### config.mk
export PLATFORM = sky130hd
export DESIGN_NAME = plic_gateway_array
export DESIGN_NICKNAME = d
export VERILOG_FILES = /design/src/rtl/plic_pkg.sv /design/src/rtl/plic_gateway_ch.sv /design/src/rtl/plic_gateway_array.sv
export SDC_FILE = /design/constraint.sdc
export NUM_CORES = 1
export LEC_CHECK = 0
export BUFFER_PORTS_ARGS = -buffer_cell sky130_fd_sc_hd__buf_2
export CAP_MARGIN = 20
export CORE_MARGIN = 2
export CORE_UTILIZATION = 55
export DETAILED_ROUTE_END_ITERATION = 8
export PLACE_DENSITY = 0.84
export SYNTH_ARGS = -nofsm -noshare
export SYNTH_HDL_FRONTEND = slang
export SYNTH_HIERARCHICAL = 1
export SYNTH_SLANG_ARGS = --single-unit
### constraint.sdc
create_clock -name clk -period 4.4 [get_ports clk]
set_clock_uncertainty 0.05 [all_clocks]
set_input_delay 0.88 -clock clk [delete_from_list [all_inputs] [get_ports clk]]
set_output_delay 0.88 -clock clk [all_outputs]
set_load 0.03 [all_outputs]
### src/rtl/plic_pkg.sv
// plic_pkg -- definitions shared by the PLIC gateway files.
//   gw_state_e    : per-source gateway lifecycle state
//   PLIC_MAX_SRC  : largest supported number of interrupt sources
//   PLIC_ID_NONE  : the reserved "no source" ID; source i uses ID i+1
package plic_pkg;

  typedef enum logic [1:0] {
    GW_IDLE    = 2'd0,
    GW_PENDING = 2'd1,
    GW_INSERV  = 2'd2
  } gw_state_e;

  localparam int PLIC_MAX_SRC = 63;
  localparam int PLIC_ID_NONE = 0;

endpackage

### src/rtl/plic_gateway_ch.sv
// plic_gateway_ch -- gateway for a single interrupt source.
//   clk, rst   : clock, synchronous active-high reset
//   sig        : interrupt line, already in the clk domain
//   edge_mode  : 1 = edge-triggered, 0 = level-triggered
//   claim      : the core claims this source this cycle (decoded strobe)
//   complete   : the core completes this source this cycle (decoded strobe)
//   state      : registered lifecycle state; also serves as the debug view
//   edge_ovf   : sticky, an edge was lost because the backlog was saturated
//
// Strobe semantics: claim and complete are single-cycle pulses with no
// back-pressure. A strobe that does not match the current state is ignored;
// it is never held or queued.
module plic_gateway_ch
  import plic_pkg::*;
#(
  parameter int CNT_W = 3
) (
  input  logic      clk,
  input  logic      rst,
  input  logic      sig,
  input  logic      edge_mode,
  input  logic      claim,
  input  logic      complete,
  output gw_state_e state,
  output logic      edge_ovf
);

  localparam logic [CNT_W-1:0] CNT_MAX = '1;

  gw_state_e        state_nxt;
  logic             prev;
  logic [CNT_W-1:0] cnt;
  logic [CNT_W-1:0] cnt_nxt;
  logic             ovf_nxt;
  logic             edge_in;
  logic             trigger;
  logic             bump;

  // edge_in only counts as an edge while in edge mode; level mode never
  // touches the backlog.
  assign edge_in = edge_mode & sig & ~prev;
  assign trigger = edge_mode ? edge_in : sig;

  always_comb begin
    state_nxt = state;
    cnt_nxt   = cnt;
    ovf_nxt   = edge_ovf;
    bump      = 1'b0;
    case (state)
      GW_IDLE: begin
        if (trigger) state_nxt = GW_PENDING;
      end
      GW_PENDING: begin
        if (claim) state_nxt = GW_INSERV;
        bump = edge_in;
      end
      GW_INSERV: begin
        if (complete) begin
          if (edge_mode) begin
            // An edge on the complete cycle is re-requested straight away,
            // which leaves the backlog as it was (count one, consume one).
            if (edge_in) begin
              state_nxt = GW_PENDING;
            end else if (cnt != '0) begin
              state_nxt = GW_PENDING;
              cnt_nxt   = cnt - 1'b1;
            end else begin
              state_nxt = GW_IDLE;
            end
          end else begin
            state_nxt = sig ? GW_PENDING : GW_IDLE;
          end
        end else begin
          bump = edge_in;
        end
      end
      default: state_nxt = GW_IDLE;
    endcase

    if (bump) begin
      if (cnt == CNT_MAX) ovf_nxt = 1'b1;
      else                cnt_nxt = cnt + 1'b1;
    end

    if (!edge_mode) cnt_nxt = '0;
  end

  always_ff @(posedge clk) begin
    if (rst) begin
      state    <= GW_IDLE;
      prev     <= 1'b0;
      cnt      <= '0;
      edge_ovf <= 1'b0;
    end else begin
      state    <= state_nxt;
      prev     <= sig;
      cnt      <= cnt_nxt;
      edge_ovf <= ovf_nxt;
    end
  end

endmodule

### src/rtl/plic_gateway_array.sv
// plic_gateway_array -- NUM_SRC independent interrupt gateways in front of
// the PLIC priority core.
//   clk, rst      : clock, synchronous active-high reset
//   int_sig       : raw interrupt lines, one per source
//   cfg_edge      : per-source mode, 1 = edge, 0 = level
//   claim_vld/id  : claim strobe and ID (ID i+1 names source i, 0 = none)
//   complete_vld/id: complete strobe and ID
//   int_req       : per-source request to the core (PENDING)
//   in_service    : per-source IN_SERVICE flag
//   edge_ovf      : per-source sticky backlog-overflow flag
// Build option PLIC_GW_SYNC_EN: inserts a 2-flop synchronizer on every
// int_sig bit, for lines coming from another clock domain; request latency
// then grows from 1 to 3 cycles.
module plic_gateway_array
  import plic_pkg::*;
#(
  parameter int NUM_SRC    = 8,
  parameter int EDGE_CNT_W = 3,
  parameter int ID_W       = $clog2(NUM_SRC + 1)
) (
  input  logic               clk,
  input  logic               rst,
  input  logic [NUM_SRC-1:0] int_sig,
  input  logic [NUM_SRC-1:0] cfg_edge,
  input  logic               claim_vld,
  input  logic [ID_W-1:0]    claim_id,
  input  logic               complete_vld,
  input  logic [ID_W-1:0]    complete_id,
  output logic [NUM_SRC-1:0] int_req,
  output logic [NUM_SRC-1:0] in_service,
  output logic [NUM_SRC-1:0] edge_ovf
);

  logic [NUM_SRC-1:0] sig_s;

`ifdef PLIC_GW_SYNC_EN
  logic [NUM_SRC-1:0] sync_q1;
  logic [NUM_SRC-1:0] sync_q2;

  always_ff @(posedge clk) begin
    if (rst) begin
      sync_q1 <= '0;
      sync_q2 <= '0;
    end else begin
      sync_q1 <= int_sig;
      sync_q2 <= sync_q1;
    end
  end

  assign sig_s = sync_q2;
`else
  assign sig_s = int_sig;
`endif

  // ID 0 never matches a source, and IDs above NUM_SRC fall out of the
  // decode on their own since no channel carries them.
  logic claim_ok;
  logic complete_ok;

  assign claim_ok    = claim_vld    && (claim_id    != ID_W'(PLIC_ID_NONE));
  assign complete_ok = complete_vld && (complete_id != ID_W'(PLIC_ID_NONE));

  for (genvar i = 0; i < NUM_SRC; i++) begin : g_src
    gw_state_e ch_state;
    logic      claim_hit;
    logic      complete_hit;

    assign claim_hit    = claim_ok    && (claim_id    == ID_W'(i + 1));
    assign complete_hit = complete_ok && (complete_id == ID_W'(i + 1));

    plic_gateway_ch #(
      .CNT_W (EDGE_CNT_W)
    ) u_ch (
      .clk       (clk),
      .rst       (rst),
      .sig       (sig_s[i]),
      .edge_mode (cfg_edge[i]),
      .claim     (claim_hit),
      .complete  (complete_hit),
      .state     (ch_state),
      .edge_ovf  (edge_ovf[i])
    );

    // Pure decode of a registered state, so outputs stay registered.
    assign int_req[i]    = (ch_state == GW_PENDING);
    assign in_service[i] = (ch_state == GW_INSERV);
  end

endmodule
# After elaboration in Yosys (flattened, before gate mapping)
# Index checks and enable logic that the tools add are counted.
totals:
  regBits: 56
  inputBits: 28
  output_inout_bits: 24
classes:
  add_sub_neg: 16
  n_eq_ne: 64
  mux: 136
  n_bitwise: 32
  n_reduce_logical: 60
op_table:
  columns: ["op", "n"]
  rows:
  - ["$mux 3", 48]
  - ["$mux 2", 40]
  - ["$ne 2x1->1 const B", 24]
  - ["$pmux 2 s3", 8]
  - ["$eq 4x3->1 const B", 8]
  - ["$mux 1", 32]
  - ["$add 3x1->3 const B", 8]
  - ["$eq 3x3->1 const B", 8]
  - ["$reduce_and 3->1", 8]
  - ["$reduce_bool 3->1", 8]
  - ["$sub 3x1->3 const B", 8]
  - ["$logic_and 1x1->1", 18]
  - ["$and 1x1->1", 16]
  - ["$eq 2x1->1 const B", 8]
  - ["$eq 2x2->1 const B", 8]
  - ["$eq 4x2->1 const B", 4]
  - ["$logic_not 2->1", 8]
  - ["$not 1->1", 16]
  - ["$pmux 1 s2", 8]
  - ["$reduce_and 2->1", 8]
  - ["$reduce_or 2->1", 8]
  - ["$eq 4x1->1 const B", 2]
  - ["$eq 4x4->1 const B", 2]
  - ["$reduce_bool 4->1", 2]

# Depth between registers and ports, before layout
logic_depth:
  ltp_word: 7
  mapped_depth: 6

# By module
# The synthesis kept the hierarchy.
modules_own_cells:
  columns: ["mod", "n_inst", "cells_per_inst", "area_per_inst_um2", "seq_area_each_um2"]
  rows:
  - ["plic_gateway_ch", 8, 54, 514.2, 140.1]
  - ["plic_gateway_array", 1, 44, 242.7, 0.0]

# Worst setup path after synthesis
# Ideal clock, no wire load.
synth_path:
  kind: "input port to flip-flop"
  start: "in complete_id[3]"
  end: "reg g_src[0].u_ch.state[1]"
  setup_time_ns: 0.114
  t_arrival_ns: 2.099
  required_ns: 4.236
  setup_slack_ns: 2.136
  stages: 6
  path_cell_list: "or3b_1 > nor2_1 > nor2b_2 > a221o_2 > mux2i_1 > nor2_1"
synth_between:
  elab_chain_cells: 5
  word_cells_on_any_way: 6
synth_rtl:
  columns: ["element", "line", "source"]
  rows:
  - ["start: declaration", "plic_gateway_array.sv:28", "input logic [ID_W-1:0] complete_id,"]
  - ["$reduce_bool 4->1", "plic_gateway_array.sv:61", "assign complete_ok = complete_vld && (complete_id != ID_W'(PLIC_ID_NONE));"]
  - ["$logic_and 1x1->1", "plic_gateway_array.sv:61", null]
  - ["$logic_and 1x1->1 (*)", "plic_gateway_array.sv:69", "assign complete_hit = complete_ok && (complete_id == ID_W'(i + 1));"]
  - ["via g_src[0].complete_hit", "plic_gateway_array.sv:66", "logic complete_hit;"]
  - ["$ne 2x1->1 (no source line) (*)", null, null]
  - ["$reduce_and 3->1 (no source line) (*)", null, null]
  - ["end signal: assignment", "plic_gateway_ch.sv:95", "state <= state_nxt;"]
  - ["end: declaration", "plic_gateway_ch.sv:24", "output gw_state_e state,"]
# Mark *: on every way through the listed nets, which the timed path passes. The rest lies on a longest branch.
# A chain may end at the register's enable or synchronous reset.

# Worst setup path after layout
# Same ends and word-level chain as after synthesis.

==> results.py <==
metrics = {
    "clock_network": {
        "h-tree-depth": 2,
        "clk_latency_ps": 310,
        "clk_pin_slew_ps": 100,
        "cts_setup_buffers": 0,
        "cts-buffers-inserted": 5,
        "cts.repair.resized": 0,
        "cts_hold_buffers": 0,
        "ctsLongestPathBuffers": 2,
        "cts_tree": "done",
        "root_buffer": "clkbuf_8",
        "cts_sinks": 56,
    },
    "timing": {
        "slew_headroom_pct": 36.8,
        "holdWs_ps": 398,
        "fin_crit_ps": 2310,
        "timing.fmax_mhz": 433,
        "hold_violations": 0,
        "timing.final.ws_setup_ps": 2090,
        "timing.final.crit_share_pct": 52.5,
        "rsz0062_at_grt": "false",
        "setup_viol": 0,
        "fin_tns_setup_ps": 0,
        "worstMarginPinSlew_ps": 947,
        "slew_viol_final": 0,
    },
    "routing": {
        "viasPerCell": 5.60,
        "detail_route.wl_per_cell_um": 13.5,
        "wirelength_um": 8560,
        "drtPass1Iterations": 5,
        "drc_errors": 0,
        "vias": 3556,
        "postRouteAntennaNets": 0,
        "drt_iter0_markers": 90,
    },
    "yosys": {
        "synthFlopType": "dfxtp_1",
        "yosys.area_share.adder_pct": 20.7,
        "ys_seq_elements": 56,
        "async_reset_ff_share_pct": 0,
        "syn_area_per_cell_um2": 9.15,
        "synth_top_family_by_area": "simple AND/OR/NAND/NOR gates",
        "yosysUniqueCellTypes": 30,
        "ys_warn_count": 6,
        "synth_fp_nets": 576,
        "synth_compound_area_share_pct": 21.4,
        "yosys-mux-area-fraction_pct": 3.68,
        "yosysSeqAreaShare_pct": 25.7,
        "synth_edf_count": 0,
        "syn_area_um2": 4360,
        "synth_xor_xnor_area_share_pct": 0,
        "syn_inst": 476,
        "synthSimpleGateAreaFrac_pct": 23.0,
    },
    "critical_path": {
        "worstPathRequired_ps": 4510,
        "path_max_fanout": 4,
        "cp-start-kind": "input pin",
        "r2r_cells": 6,
        "crit_path_end_kind": "flip-flop",
        "critPathKind": "input pin to flip-flop",
        "worstPathArrival_ps": 2420,
    },
    "placement": {
        "numPortBuffers": 51,
        "dp_slack_ps": 1780,
        "post_dp_cell_area_um2": 4740,
        "hpwlAfterDp_um": 6630,
        "gp_congestion": 0.884,
        "placed_cells": 629,
    },
    "floorplanning": {
        "core_area_um2": 7690,
        "start_util_pct": 56.7,
        "die-width_um": 93,
        "core.rowCount": 32,
        "io_pins": 52,
        "fp.dieH_um": 93,
        "die-area_um2": 8650,
    },
    "global_routing": {
        "grt_max_degree": 49,
        "antenna_found_initial": 0,
        "grt_pass1_vias": 3411,
        "grt_pass1_wl_um": 14400,
        "overflow": 0,
        "track_usage_pct": 20.1,
    },
    "layout": {
        "register_area_um2": 1120,
        "stdcell_area_um2": 4840,
        "final_core_util_pct": 62.9,
        "n_fill_cell": 684,
        "final_common_cell": "ha_1",
        "final_cells": 635,
        "layout.nets": 634,
        "final_cell_mix": "72 x ha_1, 56 x inv_1, 56 x dfxtp_1",
        "synthToLayoutAreaGrowth_pct": 11.1,
        "drive_gt1_share_pct": 18.2,
        "antenna_cells": 0,
        "multi_input_comb_area_um2": 3000,
    },
    "min_path": {
        "min_path_cells": 2,
        "hold_class": "flip-flop to flip-flop",
    },
    "pwr": {
        "ir_drop_uv": 250,
        "total_power_mw": 1.83,
        "pwr_density_cell_nw_per_um2": 378,
        "p_leak_nw": 2.27,
    },
    "status": {
        "outcome": "complete, no violations",
    },
    "run": {
        "max_cap_violations": 0,
    },
}
==> critical path, stage by stage <==
cell and delay (ps):
buf_2 110, or3b_1 440, nor2_1 270, nor2b_2 100, a221o_2 360, mux2i_1 200
nor2_1 60
==> layer usage <==
| metal | share of wire (%) | GRT usage, % | vias up |
|---|---|---|---|
| met5 | 0 | 0 | - |
| met4 | 0.93 | 6.13 | 0 |
| met3 | 3.7 | 3.22 | 5 |
| met2 | 47 | 34.1 | 56 |
| met1 | 48 | 26.1 | 1678 |
| li1 | - | - | 1817 |
==> cell usage after synthesis (8+ instances only) <==
master	n	area, um^2
ha_1	72	901
dfxtp_1	56	1120
inv_1	56	210
nor2_1	36	135
a21oi_1	32	160
nor2b_1	24	150
nand3b_1	19	143
mux2i_1	16	160
nand4_1	16	100
nand2b_1	12	75.1
a211oi_1	8	60.1
a21bo_1	8	80.1
a21bo_2	8	80.1
a221o_2	8	90.1
a41o_1	8	80.1
and3b_1	8	70.1
clkinv_1	8	30.0
nand3_1	8	40.0
nor2b_2	8	70.1
nor3b_1	8	60.1
o2111ai_1	8	70.1
o2111ai_2	8	120
o211ai_1	8	60.1
o41ai_2	8	130
or2_0	8	50.1
or2b_1	8	60.1
==> flip-flops by register name, summed over array words and instances, names as in the netlist <==
signal / count
g_src.u_ch/prev: 8
g_src.u_ch/cnt: 24
g_src.u_ch/state: 16
g_src.u_ch/edge_ovf: 8
==> cell type report <==
| class | instances | share of cell area [%] |
|---|---|---|
| Multi-Input combinational cell | 356 | 61.9 |
| Timing Repair Buffer | 51 | 5.28 |
| Sequential cell | 56 | 23.2 |
| Clock inverter | 1 | 0.621 |
| Tap cell | 102 | 2.64 |
| Clock buffer | 5 | 1.42 |
| Inverter | 64 | 4.97 |
==> worst paths after layout <==
check | start | to | slack [ps]
worst min register to register | g_src[5].u_ch/edge_ovf | g_src[5].u_ch/edge_ovf | 400
worst min-delay path | g_src[5].u_ch/edge_ovf | g_src[5].u_ch/edge_ovf | 400
worst max-delay path | complete_id[3] | g_src[0].u_ch/state[1] | 2090
worst max register to register | g_src[0].u_ch/state[0] | g_src[0].u_ch/state[1] | 2530
==> logic make-up after synthesis <==
kind of cell | after synthesis
buffers and inverters | 64
AO/OA/AOI/OAI | 104
adder cells (fa/ha/maj) | 72
flip-flops | 56
AND/OR/NAND/NOR | 164
multiplexers | 16
==> where the power goes <==
part | switching [mW] | leakage (nW) | internal (mW)
combinational | 0.484 | 1.76 | 0.350
sequential | 0.0996 | 0.456 | 0.570
clock | 0.161 | 0.0501 | 0.164
No activity file was read; power rests on OpenSTA's default activity.
